==> src/rtl/video_timing_pkg.sv <==
// Shared definitions for the video timing controller: phase encoding,
// 1080p default timing and the layout of a packed timing set.
package video_timing_pkg;

    typedef enum logic [1:0] {
        ACTIVE = 2'd0,
        FRONT  = 2'd1,
        SYNC   = 2'd2,
        BACK   = 2'd3
    } phaseState_e;

    localparam int unsigned defHActive = 1920;
    localparam int unsigned defHFront  = 88;
    localparam int unsigned defHSync   = 44;
    localparam int unsigned defHBack   = 148;
    localparam int unsigned defVActive = 1080;
    localparam int unsigned defVFront  = 4;
    localparam int unsigned defVSync   = 5;
    localparam int unsigned defVBack   = 36;

    // Field slots inside a packed timing set
    localparam int unsigned numFields = 8;
    localparam int unsigned idxHActive = 0;
    localparam int unsigned idxHFront  = 1;
    localparam int unsigned idxHSync   = 2;
    localparam int unsigned idxHBack   = 3;
    localparam int unsigned idxVActive = 4;
    localparam int unsigned idxVFront  = 5;
    localparam int unsigned idxVSync   = 6;
    localparam int unsigned idxVBack   = 7;

    function automatic phaseState_e nextPhase(input phaseState_e cur);
        phaseState_e nxt;
        nxt = ACTIVE;
        case (cur)
            ACTIVE: nxt = FRONT;
            FRONT:  nxt = SYNC;
            SYNC:   nxt = BACK;
            BACK:   nxt = ACTIVE;
        endcase
        return nxt;
    endfunction

endpackage

==> src/rtl/timing_phase_fsm.sv <==
// One timing axis: walks ACTIVE -> FRONT -> SYNC -> BACK, each phase lasting
// its programmed length (0 behaves as 1), advancing once per step.
module timing_phase_fsm
    import video_timing_pkg::*;
#(
    parameter int unsigned busWidth = 12
) (
    input  logic                pixelClk,
    input  logic                reset,
    input  logic                step,
    input  logic                clear,
    input  logic [busWidth-1:0] activeLen,
    input  logic [busWidth-1:0] frontLen,
    input  logic [busWidth-1:0] syncLen,
    input  logic [busWidth-1:0] backLen,
    output phaseState_e         state,
    output logic [busWidth-1:0] count,
    output logic                wrap_c
);

    logic [busWidth-1:0] phaseLen;
    logic                phaseEnd;

    always_comb begin
        phaseLen = activeLen;
        case (state)
            ACTIVE: phaseLen = activeLen;
            FRONT:  phaseLen = frontLen;
            SYNC:   phaseLen = syncLen;
            BACK:   phaseLen = backLen;
        endcase
    end

    // Lengths of 0 and 1 both end the phase after a single step
    assign phaseEnd = (phaseLen <= busWidth'(1)) || (count == phaseLen - busWidth'(1));
    assign wrap_c   = step && !clear && (state == BACK) && phaseEnd;

    always_ff @(posedge pixelClk or posedge reset) begin
        if (reset) begin
            state <= ACTIVE;
            count <= '0;
        end else if (clear) begin
            state <= ACTIVE;
            count <= '0;
        end else if (step) begin
            if (phaseEnd) begin
                state <= nextPhase(state);
                count <= '0;
            end else begin
                count <= count + busWidth'(1);
            end
        end
    end

endmodule

==> src/rtl/video_timing_ctrl.sv <==
// Programmable raster timing generator with frame-synchronous reconfiguration.
// The phase FSMs run one cycle ahead of the registered outputs they drive.
module video_timing_ctrl
    import video_timing_pkg::*;
#(
    parameter int unsigned busWidth   = 12,
    parameter int unsigned hActiveDef = defHActive,
    parameter int unsigned hFrontDef  = defHFront,
    parameter int unsigned hSyncDef   = defHSync,
    parameter int unsigned hBackDef   = defHBack,
    parameter int unsigned vActiveDef = defVActive,
    parameter int unsigned vFrontDef  = defVFront,
    parameter int unsigned vSyncDef   = defVSync,
    parameter int unsigned vBackDef   = defVBack
) (
    input  logic                pixelClk,
    input  logic                reset,
    input  logic                enable,
    input  logic [busWidth-1:0] hActive,
    input  logic [busWidth-1:0] hFront,
    input  logic [busWidth-1:0] hSync,
    input  logic [busWidth-1:0] hBack,
    input  logic [busWidth-1:0] vActive,
    input  logic [busWidth-1:0] vFront,
    input  logic [busWidth-1:0] vSync,
    input  logic [busWidth-1:0] vBack,
    input  logic                cfgValid,
    output logic                cfgApplied,
    output logic                hSyncPulse,
    output logic                vSyncPulse,
    output logic                dataEnable,
    output logic [busWidth-1:0] xPos,
    output logic [busWidth-1:0] yPos,
    output logic                lineStart,
    output logic                frameStart
);

    typedef logic [numFields-1:0][busWidth-1:0] timingSet_t;

    localparam timingSet_t defaultSet = {
        busWidth'(vBackDef), busWidth'(vSyncDef), busWidth'(vFrontDef), busWidth'(vActiveDef),
        busWidth'(hBackDef), busWidth'(hSyncDef), busWidth'(hFrontDef), busWidth'(hActiveDef)
    };

    timingSet_t          requestSet;
    timingSet_t          activeSet;
    timingSet_t          pendingSet;
    timingSet_t          useSet;
    logic                pendingValid;
    logic                atFrameStart;
    logic                applyNow;

    phaseState_e         hState;
    phaseState_e         vState;
    logic [busWidth-1:0] hCount;
    logic [busWidth-1:0] vCount;
    logic                hWrap;
    logic                vWrap;

    logic                activeRegion;
    logic                lineFirst;
    logic                frameFirst;

    assign requestSet = {vBack, vSync, vFront, vActive, hBack, hSync, hFront, hActive};

    // A pending set takes over as the FSMs sit on the first pixel of a frame;
    // a capture landing on that same cycle defers everything to the next frame.
    assign applyNow = enable && pendingValid && atFrameStart && !cfgValid;
    assign useSet   = applyNow ? pendingSet : activeSet;

    timing_phase_fsm #(.busWidth(busWidth)) hAxis (
        .pixelClk  (pixelClk),
        .reset     (reset),
        .step      (enable),
        .clear     (!enable),
        .activeLen (useSet[idxHActive]),
        .frontLen  (useSet[idxHFront]),
        .syncLen   (useSet[idxHSync]),
        .backLen   (useSet[idxHBack]),
        .state     (hState),
        .count     (hCount),
        .wrap_c    (hWrap)
    );

    timing_phase_fsm #(.busWidth(busWidth)) vAxis (
        .pixelClk  (pixelClk),
        .reset     (reset),
        .step      (hWrap),
        .clear     (!enable),
        .activeLen (useSet[idxVActive]),
        .frontLen  (useSet[idxVFront]),
        .syncLen   (useSet[idxVSync]),
        .backLen   (useSet[idxVBack]),
        .state     (vState),
        .count     (vCount),
        .wrap_c    (vWrap)
    );

    assign activeRegion = enable && (hState == ACTIVE) && (vState == ACTIVE);
    assign lineFirst    = enable && (hState == ACTIVE) && (hCount == '0);
    assign frameFirst   = lineFirst && (vState == ACTIVE) && (vCount == '0);

    always_ff @(posedge pixelClk or posedge reset) begin
        if (reset) begin
            activeSet    <= defaultSet;
            pendingSet   <= defaultSet;
            pendingValid <= 1'b0;
            atFrameStart <= 1'b1;
            cfgApplied   <= 1'b0;
            hSyncPulse   <= 1'b0;
            vSyncPulse   <= 1'b0;
            dataEnable   <= 1'b0;
            xPos         <= '0;
            yPos         <= '0;
            lineStart    <= 1'b0;
            frameStart   <= 1'b0;
        end else begin
            if (cfgValid) begin
                pendingSet   <= requestSet;
                pendingValid <= 1'b1;
            end else if (applyNow) begin
                pendingValid <= 1'b0;
            end
            if (applyNow) begin
                activeSet <= pendingSet;
            end
            atFrameStart <= !enable || vWrap;
            cfgApplied   <= applyNow;
            hSyncPulse   <= enable && (hState == SYNC);
            vSyncPulse   <= enable && (vState == SYNC);
            dataEnable   <= activeRegion;
            xPos         <= activeRegion ? hCount : '0;
            yPos         <= activeRegion ? vCount : '0;
            lineStart    <= lineFirst;
            frameStart   <= frameFirst;
        end
    end

endmodule

==> config.mk <==
export PLATFORM = sky130hd
export DESIGN_NAME = video_timing_ctrl
export DESIGN_NICKNAME = d
export VERILOG_FILES = /design/src/rtl/video_timing_pkg.sv /design/src/rtl/timing_phase_fsm.sv /design/src/rtl/video_timing_ctrl.sv
export SDC_FILE = /design/constraint.sdc
export NUM_CORES = 1
export LEC_CHECK = 0
export CORE_MARGIN = 4
export CORE_UTILIZATION = 50
export CTS_CLUSTER_DIAMETER = 60
export DETAILED_ROUTE_END_ITERATION = 10
export GPL_ROUTABILITY_DRIVEN = 0
export GPL_TIMING_DRIVEN = 0
export PLACE_DENSITY = 0.7
export SYNTH_ARGS = -nofsm -noshare
export SYNTH_HDL_FRONTEND = slang
export SYNTH_SLANG_ARGS = --single-unit
export TNS_END_PERCENT = 10
==> constraint.sdc <==
create_clock -name pixelClk -period 11 [get_ports pixelClk]
set_input_delay 2.2 -clock pixelClk [delete_from_list [all_inputs] [get_ports pixelClk]]
set_output_delay 2.2 -clock pixelClk [all_outputs]
set_load 0.01 [all_outputs]
Word level (Yosys, flattened, before mapping)
Cells that the tools add are included.
W data, S select, Z words.
{"block": "totals", "regBits": 252, "in_bits": 100, "out_inout_bits": 30, "wordCells": 92}
{"block": "classes", "n_addsub": 4, "order_cmp": 2, "n_eq_ne": 11, "muxes": 19, "reduce_logical": 26}
{"cell": "$mux W96", "n": 1}
{"cell": "$pmux W12 S4", "n": 2}
{"cell": "$mux W12", "n": 7}
{"cell": "$add A12 B1 Y12 const B", "n": 2}
{"cell": "$eq A12 B12 Y1", "n": 2}
{"cell": "$le A12 B1 Y1 const B", "n": 2}
{"cell": "$logic_not A12 Y1", "n": 2}
{"cell": "$sub A12 B1 Y12 const B", "n": 2}
{"cell": "$pmux W2 S4", "n": 2}
{"cell": "$logic_and A1 B1 Y1", "n": 15}
{"cell": "$mux W2", "n": 5}
{"cell": "$eq A2 B2 Y1 const B", "n": 4}
{"cell": "$ne A2 B1 Y1 const B", "n": 3}
{"cell": "$eq A2 B1 Y1 const B", "n": 2}
{"cell": "$logic_not A2 Y1", "n": 2}
{"cell": "$logic_or A1 B1 Y1", "n": 3}
{"cell": "$logic_not A1 Y1", "n": 2}
{"cell": "$mux W1", "n": 2}
{"cell": "$reduce_and A2 Y1", "n": 1}
{"cell": "$reduce_bool A2 Y1", "n": 1}

Longest topological paths before layout
{"block": "depth", "word_depth": 13, "mapped_depth": 19, "ltp_nobuf": 16}

Modules after synthesis
Synthesis repeated with hierarchy kept, for this count alone.
{"block": "hier_totals", "hier_cells": 888, "hier_area_um2": 11666.2}
{"module": "video_timing_ctrl", "n_inst": 1, "cells_per_inst": 487, "area_per_inst_um2": 8371.8, "seq_area_each_um2": 5661.7}
{"module": "timing_phase_fsm at hAxis", "n_inst": 1, "cells_per_inst": 217, "area_per_inst_um2": 1722.9, "seq_area_each_um2": 350.3}
{"module": "timing_phase_fsm at vAxis", "n_inst": 1, "cells_per_inst": 184, "area_per_inst_um2": 1571.5, "seq_area_each_um2": 350.3}

Least setup slack after synthesis
Ideal clock, no wire load.
{"block": "synth_timing", "path_type": "in2reg", "startpoint": "input port cfgValid", "endpoint": "register vAxis.count[10]", "setup_time_ns": 0.078, "arrival_ns": 5.649, "required_time_ns": 10.922, "slack_ns": 5.273, "cell_stages": 16, "path_buffers": 4, "cell_sequence": "buf_2 -> nand4b_4 -> buf_6 -> buf_2 -> buf_2 -> mux2i_1 -> nand2b_1 -> o211a_1 -> ha_1 -> nand3_1 -> or4_1 -> a32oi_1 -> o2111ai_1 -> and2_4 -> or4_1 -> a21oi_1"}
{"block": "synth_via", "elab_chain_cells": 10, "elab_cells_between_ends": 18, "cone_classes": "2 x add/sub; 2 x order compare; 3 x eq/ne; 6 x mux; 5 x reduce/logical"}
{"element": "start: declaration", "line": "video_timing_ctrl.sv:27", "source": "input logic cfgValid,"}
{"element": "$logic_not A1 Y1 (*)", "line": "video_timing_ctrl.sv:68", "source": "assign applyNow = enable && pendingValid && atFrameStart && !cfgValid;"}
{"element": "$logic_and A1 B1 Y1 (*)", "line": "video_timing_ctrl.sv:68"}
{"element": "$mux W96 (*)"}
{"element": "$pmux W12 S4", "line": "timing_phase_fsm.sv:26", "source": "case (state)"}
{"element": "$sub A12 B1 Y12", "line": "timing_phase_fsm.sv:35", "source": "assign phaseEnd = (phaseLen <= busWidth'(1)) || (count == phaseLen - busWidth'(1));"}
{"element": "$eq A12 B12 Y1", "line": "timing_phase_fsm.sv:35"}
{"element": "$logic_or A1 B1 Y1", "line": "timing_phase_fsm.sv:35"}
{"element": "$mux W12", "line": "timing_phase_fsm.sv:46", "source": "if (phaseEnd) begin"}
{"element": "$mux W12", "line": "timing_phase_fsm.sv:45", "source": "end else if (step) begin"}
{"element": "$mux W12", "line": "timing_phase_fsm.sv:42", "source": "end else if (clear) begin"}
{"element": "end signal: assignment", "line": "timing_phase_fsm.sv:50", "source": "count <= count + busWidth'(1);"}
{"element": "end: declaration", "line": "timing_phase_fsm.sv:17", "source": "output logic [busWidth-1:0] count,"}
Every way passes the cells marked *; elsewhere a longest branch is shown, timed or not. The select of a mux whose other input is x is not followed.
A chain may end at the register's enable or synchronous reset.

Worst setup path after layout
{"block": "layout_timing", "startpoint": "input port enable", "endpoint": "register vAxis.count[11]"}
{"block": "layout_via", "elab_chain_cells": 11, "elab_cells_between_ends": 20, "cone_classes": "2 x add/sub; 2 x order compare; 3 x eq/ne; 6 x mux; 7 x reduce/logical"}
{"element": "start: declaration", "line": "video_timing_ctrl.sv:18", "source": "input logic enable,"}
{"element": "$logic_and A1 B1 Y1 (3 in a row)", "line": "video_timing_ctrl.sv:68"}
{"element": "$mux W96"}
{"element": "$pmux W12 S4", "line": "timing_phase_fsm.sv:26"}
{"element": "$sub A12 B1 Y12", "line": "timing_phase_fsm.sv:35"}
{"element": "$eq A12 B12 Y1", "line": "timing_phase_fsm.sv:35"}
{"element": "$logic_or A1 B1 Y1", "line": "timing_phase_fsm.sv:35"}
{"element": "$mux W12", "line": "timing_phase_fsm.sv:46"}
{"element": "$mux W12", "line": "timing_phase_fsm.sv:45"}
{"element": "$mux W12", "line": "timing_phase_fsm.sv:42"}
Several ways; a longest one is shown, not always the timed one. The select of a mux whose other input is x is not followed.

==> impl_metrics.env <==
export IMPL_outcome="finished, final reports clean"
export IMPL_dieArea_um2=26700
export IMPL_yosysUniqueCellTypes=78
export IMPL_seq_area_frac_synth_pct=52.8
export IMPL_path_clk_slew_ps=60
export IMPL_ys_dominant_reg_cell="dfrtp_1"
export IMPL_setup_viol=0
export IMPL_dp_cells=1529
export IMPL_post_drt_wl_per_cell_um=18.7
export IMPL_syn_cell_area_um2=12100
export IMPL_arrival_ps=6660
export IMPL_postCtsSetupBuffers=0
export IMPL_tightest_slew_ps=1210
export IMPL_finalClockSkew_ps=14.6
export IMPL_area_delta_synth_final_pct=21.8
export IMPL_via_per_inst=5.51
export IMPL_cts_root_buf="clkbuf_16"
export IMPL_drive_gt1_share_pct=20.4
export IMPL_syn_inst=1081
export IMPL_start_kind="primary input"
export IMPL_cts_hold_buf=0
export IMPL_startpoint="enable"
export IMPL_synthTopCellsByArea="dfrtp_1, mux2_2, dfstp_2"
export IMPL_ir_drop_mv=0.111
export IMPL_synth_seq_cells=252
export IMPL_period_share_pct=56.3
export IMPL_clockBufferDepth=3
export IMPL_grt_pass1_wl_mm=47.4
export IMPL_die_h_um=163
export IMPL_layout_min_cycle_time_ps=6200
export IMPL_drt_wl_total_mm=29.6
export IMPL_numCtsBuffers=28
export IMPL_fillers=1952
export IMPL_num_antenna_cells=0
export IMPL_core_region_area_um2=23600
export IMPL_syn_avg_cell_area_um2=11.2
export IMPL_yosysWarnings=0
export IMPL_hpwlAfterDp_mm=21.1
export IMPL_synth_edf_count=0
export IMPL_grt_util_all_layers_pct=22.4
export IMPL_tns_ps=0
export IMPL_p_per_area_nw_per_um2=172
export IMPL_drt_iter0_markers=567
export IMPL_clock_sinks=252
export IMPL_std_cell_rows=56
export IMPL_r2r_start="hAxis.state[0]"
export IMPL_worstPathMaxFanout=10
export IMPL_grt_max_degree=90
export IMPL_yosys_area_top_type="dfrtp_1"
export IMPL_fin_cells=1581
export IMPL_die_w_um=163
export IMPL_synth_async_reset_ratio_pct=100
export IMPL_vias=8719
export IMPL_critPathKind="in2reg"
export IMPL_drcViolationCount=0
export IMPL_start_util_pct=51.1
export IMPL_cts_resized=0
export IMPL_final_util_pct=62.2
export IMPL_antenna_found_initial=0
export IMPL_hp_start="activeSet[40]"
export IMPL_tritoncts="done"
export IMPL_hold_viol=0
export IMPL_maxSlewViolCount=0
export IMPL_power_uw=2520
export IMPL_leakage_uw=0.00637
export IMPL_fmax_mhz=161
export IMPL_syn_nets=1199
export IMPL_drv_cap=0
export IMPL_htreeDepth=1
export IMPL_ant_nets=0
export IMPL_yosysTopAreaCellShare_pct=43.0
export IMPL_firstDrtPassIters=5
export IMPL_port_buffers=127
export IMPL_rsz0062_at_grt="false"
export IMPL_hold_class="reg2reg"
export IMPL_io_pins=130
export IMPL_overflow=0
export IMPL_timing_slew_headroom_pct=17.3
export IMPL_final_nets=1358
export IMPL_grt_pass1_vias=8798
export IMPL_endpoint_kind="register"
export IMPL_required_ps=11460
export IMPL_worstSkewPairLatency_ps=540
## final timing paths
kind / cells past startpoint / slack [ps] / to
worst min register to register: 2 / 460 / activeSet[40]
max in group asynchronous: 4 / 7650 / activeSet[52]
worst max-delay path: 14 / 4800 / vAxis.count[11]
min in group asynchronous: 2 / 2120 / pendingSet[19]
worst min-delay path: 2 / 460 / activeSet[40]
worst max register to register: 15 / 5920 / vAxis.count[11]
## synth_stat cells, drive strengths merged, types with 15 or more instances
library cell / n
inv: 42
clkbuf: 40
dfstp: 45
dfrtp: 207
mux2i: 39
a21oi: 29
xnor2: 26
and2: 36
nor2: 42
nand3: 15
mux2: 139
nand2: 185
ha: 18
buf: 19
nor3: 18
## cell usage in the layout, fill, tap and decap left out, types with 35 or more instances in the layout
cell and instances:
dfstp_2 45, dfrtp_1 207, and2_1 35, clkbuf_1 51, nor2_1 41, nand2_1 185, inv_1 40, mux2_2 134
mux2i_1 39, clkdlybuf4s50_1 127
## sequential cells by signal (all words and copies together), names as in the netlist
name and flops:
activeSet 96, atFrameStart 1, cfgApplied 1, dataEnable 1
frameStart 1, hAxis.count 12, hAxis.state 2, hSyncPulse 1
lineStart 1, pendingSet 96, pendingValid 1, vAxis.count 12
vAxis.state 2, vSyncPulse 1, xPos 12, yPos 12
## cells by family (layout without fill, tap and decap cells)
| family | after synthesis | in the layout | share of synthesized area (%) |
|---|---|---|---|
| buffers and inverters | 103 | 284 | 3.60 |
| AO/OA/AOI/OAI | 131 | 131 | 8.25 |
| AND/OR/NAND/NOR | 363 | 363 | 14.5 |
| flip-flops | 252 | 252 | 52.8 |
| multiplexers | 179 | 179 | 16.5 |
| adder cells (fa/ha/maj) | 18 | 18 | 1.87 |
| XOR/XNOR | 35 | 35 | 2.54 |
## report_power, final
group / switching [µW] / internal (µW)
sequential: 69.2 / 1080
clock: 368 / 527
combinational: 243 / 228
## stage by stage
stage | instance area [µm²] | hold WS [ps] | setup slack (ps)
after floorplan | 12100 | 436 | 1950
after global placement | 13700 | 444 | -1170
after detailed placement | 13800 | 448 | 4330
after CTS | 14700 | 459 | 4890
after global routing | 14700 | 463 | 4570
final | 14700 | 460 | 4800
## cell type report
class | count | area [µm²] | area share, %
plain buffers | 59 | 269 | 1.83
clock buffers | 46 | 850 | 5.79
clock inverters | 6 | 41.3 | 0.281
inverters | 44 | 173 | 1.18
multi-input cells | 726 | 5260 | 35.8
flip-flops and latches | 252 | 6360 | 43.3
well taps | 319 | 399 | 2.72
repair buffers | 129 | 1330 | 9.04
## routing by layer
layer  wire [µm]  GRT usage [%]  vias to the layer above
met4        1020           7.24                        0
met1       12700           30.0                     4302
li1            -              -                     4106
met3        1480           3.23                       63
met5           0              0                        -
met2       14500           37.8                      248
## worst max-delay path, cell delays in order
cell       delay, ps
buf_2            270
nand4b_4         280
inv_2            190
buf_4            230
mux2i_1           90
a2111oi_0       1030
nor2_1           270
or4_1            590
o31ai_1           80
and4_1           240
o2111ai_1        240
and2_4           270
or4_1            510
a21oi_1          160
Note: power is estimated with default switching activity, not from simulation.
==> RTL edit, RTL diff (same flow settings) <==
`busWidth` is set to 12 in 2 places; all go to 8.
--- a/src/rtl/timing_phase_fsm.sv
+++ b/src/rtl/timing_phase_fsm.sv
@@ -5,3 +5,3 @@
 #(
-    parameter int unsigned busWidth = 12
+    parameter int unsigned busWidth = 8
 ) (
--- a/src/rtl/video_timing_ctrl.sv
+++ b/src/rtl/video_timing_ctrl.sv
@@ -5,3 +5,3 @@
 #(
-    parameter int unsigned busWidth   = 12,
+    parameter int unsigned busWidth   = 8,
     parameter int unsigned hActiveDef = defHActive,
Interface: changed (10 resized); port bits go from 130 to 90. The function was not compared with the original's and may differ.
==> RTL edit against the unedited design <==
- sequential share of layout area down 0.17 points
- synthesized cell count down 32%
- setup slack worse by 640 ps
- cell area down 31%
- sequential cell count down 80
- clock skew down 6.1 ps
- power down 33%
- area after synthesis down 31%
- routed wire length down 35%
- largest cell class unchanged
==> RTL edit: results (changes against the unedited design) <==
- VDD IR max: 117.5 uV (was 111.0 uV)
- Clk buf depth: 2 (was 3)
- Total GRT Usage: 22.00% (was 22.38%)
- Largest net degree at the start of global routing: 89 (was 90)
- Ant diodes: 0 (unchanged)
- Share of cells above drive strength 1: 21.81% (was 20.44%)
- Post-cts sizing count: 0 (unchanged)
- First-pass GRT wire length: 31.92 mm (was 47.36 mm)
- DR vias: 6061 (was 8719)
- Skew final: 8.521 ps (was 14.62 ps)
- Antenna violations before repair: 0 (unchanged)
- CP arrival: 7160 ps (was 6660 ps)
- Biggest regs: activeSet (64), pendingSet (64) (was activeSet (96), pendingSet (96))
- Worst setup path startpoint: cfgValid (was enable)
- Port buffer count: 88 (was 127)
- Post-CTS Setup Repair Bufs: 0 (unchanged)
- Leak: 0.004346 uW (was 0.006366 uW)
- Sequential share of the synthesized area: 52.22% (was 52.78%)
- Vias in the first global route: 6270 (was 8798)
- Final wirelength: 19.38 mm (was 29.63 mm)
- Ranking of synthesized cells by area: dfrtp_1, mux2_2, dfstp_2 (unchanged)
- Status: complete, no violations (unchanged)
- Clock latency on the worst-skew pair: 430 ps (was 540 ps)
- Hpwl dp: 14.09 mm (was 21.11 mm)
- Switching pwr: 469.4 uW (was 680.8 uW)
- CP max FO: 10 (unchanged)
- Synth Net Count: 818 (was 1199)
- Clk slew on worst S/H paths: 70 ps
- Post-synthesis cell type count: 72 (was 78)
- Nets: 926 (was 1358)
- Placed Area: 9517 um^2 (was 13790 um^2)
- DR iter-0 viols: 475 (was 567)
- Reg-to-Reg End: vAxis.count[3] (was vAxis.count[11])
- Reg2Reg Setup Slack: 6130 ps (was 5920 ps)
- Fillers: 1290 (was 1952)
- Reg2reg path depth: 19 (was 15)
- CTS root buffer: clkbuf_16 (unchanged)
- R2r startpoint: atFrameStart (was hAxis.state[0])
- Warnings, synthesis: 0 (unchanged)
- H-tree level count: 4 (was 1)
- FFs w/ async S/R, synth: 100.0% (unchanged)
- Pin slew with the least headroom to its limit: 914.2 ps (was 1209 ps)
- CP Capture Type: register (unchanged)
- Drt first pass iters: 5 (unchanged)
- Worst Hold Class: reg2reg (unchanged)
- Synth cell count leaders: dfrtp_1, nand2_1, mux2_2, dfstp_2, clkbuf_1 (was dfrtp_1, nand2_1, mux2_2, dfstp_2)
- CTS Buf Count: 17 (was 28)
[RTL edit: cell types whose count changed after synthesis, moves of 13 or more]
cell / delta
mux2i_1: -15
and2_1: -16
dfrtp_1: -72
nand2_1: -74
nor2_1: -30
a21oi_1: -13
mux2_2: -47
[RTL edit: power groups by stage]
stage / logic (uW) / clock network [uW] / registers [uW]
finish: 332 / 570 / 784
detailed placement: 330 / 0 / 795
global route: 369 / 604 / 795
global placement: 314 / 0 / 790
CTS: 332 / 580 / 784
floorplan: 241 / 0 / 780
[RTL edit: per-layer routing]
metal | track usage, % | up-vias | share of wire [%]
met4 | 8.814 | 0 | 2.4
li1 | - | 2802 | -
met5 | 0 | - | 0
met3 | 3.897 | 40 | 6.4
met1 | 30.75 | 2974 | 45
met2 | 34.17 | 245 | 46
[RTL edit: kinds of logic (layout without fill, tap and decap cells)]
logic type	count (synthesis)	count (layout)	synth area share, %
simple gates	230	230	13.53
compound gates	91	91	8.907
buf+inv	77	198	4.100
xor+xnor	25	25	2.628
fa+ha+maj	18	18	2.704
mux	119	119	15.91
flops	172	172	52.22
[RTL edit: area by class of cell]
type	count	area, um^2	share of cell area, %
Buffer	46	225.2	2.235
Clock buffer	19	442.9	4.396
Clock inverter	13	116.4	1.155
Inverter	31	123.9	1.229
Multi-Input combinational cell	483	3638	36.11
Sequential cell	172	4350	43.18
Tap cell	216	270.3	2.682
Timing Repair Buffer	89	908.4	9.015
[RTL edit: worst min path at each step]
| stage | start | to | slack, ps | cells after the start |
|---|---|---|---|---|
| after global placement | activeSet[61] | activeSet[61] | 450 | 2 |
| final | pendingSet[14] | activeSet[14] | 460 | 2 |
| after floorplan | activeSet[16] | activeSet[16] | 440 | 2 |
| after global routing | activeSet[42] | activeSet[42] | 480 | 2 |
| after CTS | pendingSet[14] | activeSet[14] | 460 | 2 |
| after detailed placement | activeSet[61] | activeSet[61] | 450 | 2 |
[RTL edit: through the flow]
stage	utilization, %	hold WS, ps	total power (uW)	instances	setup WS [ps]
finish	62.52	458.9	1687	1069	4159
detailed placement	59.05	451.5	1125	1037	3758
CTS	62.52	460.8	1696	1069	4187
floorplan	-	437.5	1021	732	4201
global route	62.52	475.1	1768	1069	3831
global placement	58.84	446.1	1105	1036	2195
[RTL edit: worst max-delay path, cell delays in order]
cell	delay [ps]
clkdlybuf4s50_1	540
nand4b_4	180
buf_6	180
buf_6	210
buf_6	190
buf_6	180
mux2_2	360
a221oi_1	530
nand2_1	100
o21ai_0	130
ha_1	290
nor3b_1	220
a22oi_1	170
or3b_1	420
a211o_1	290
nor3b_1	150
o32a_1	220
buf_2	200
a21boi_1	170
a32o_1	240
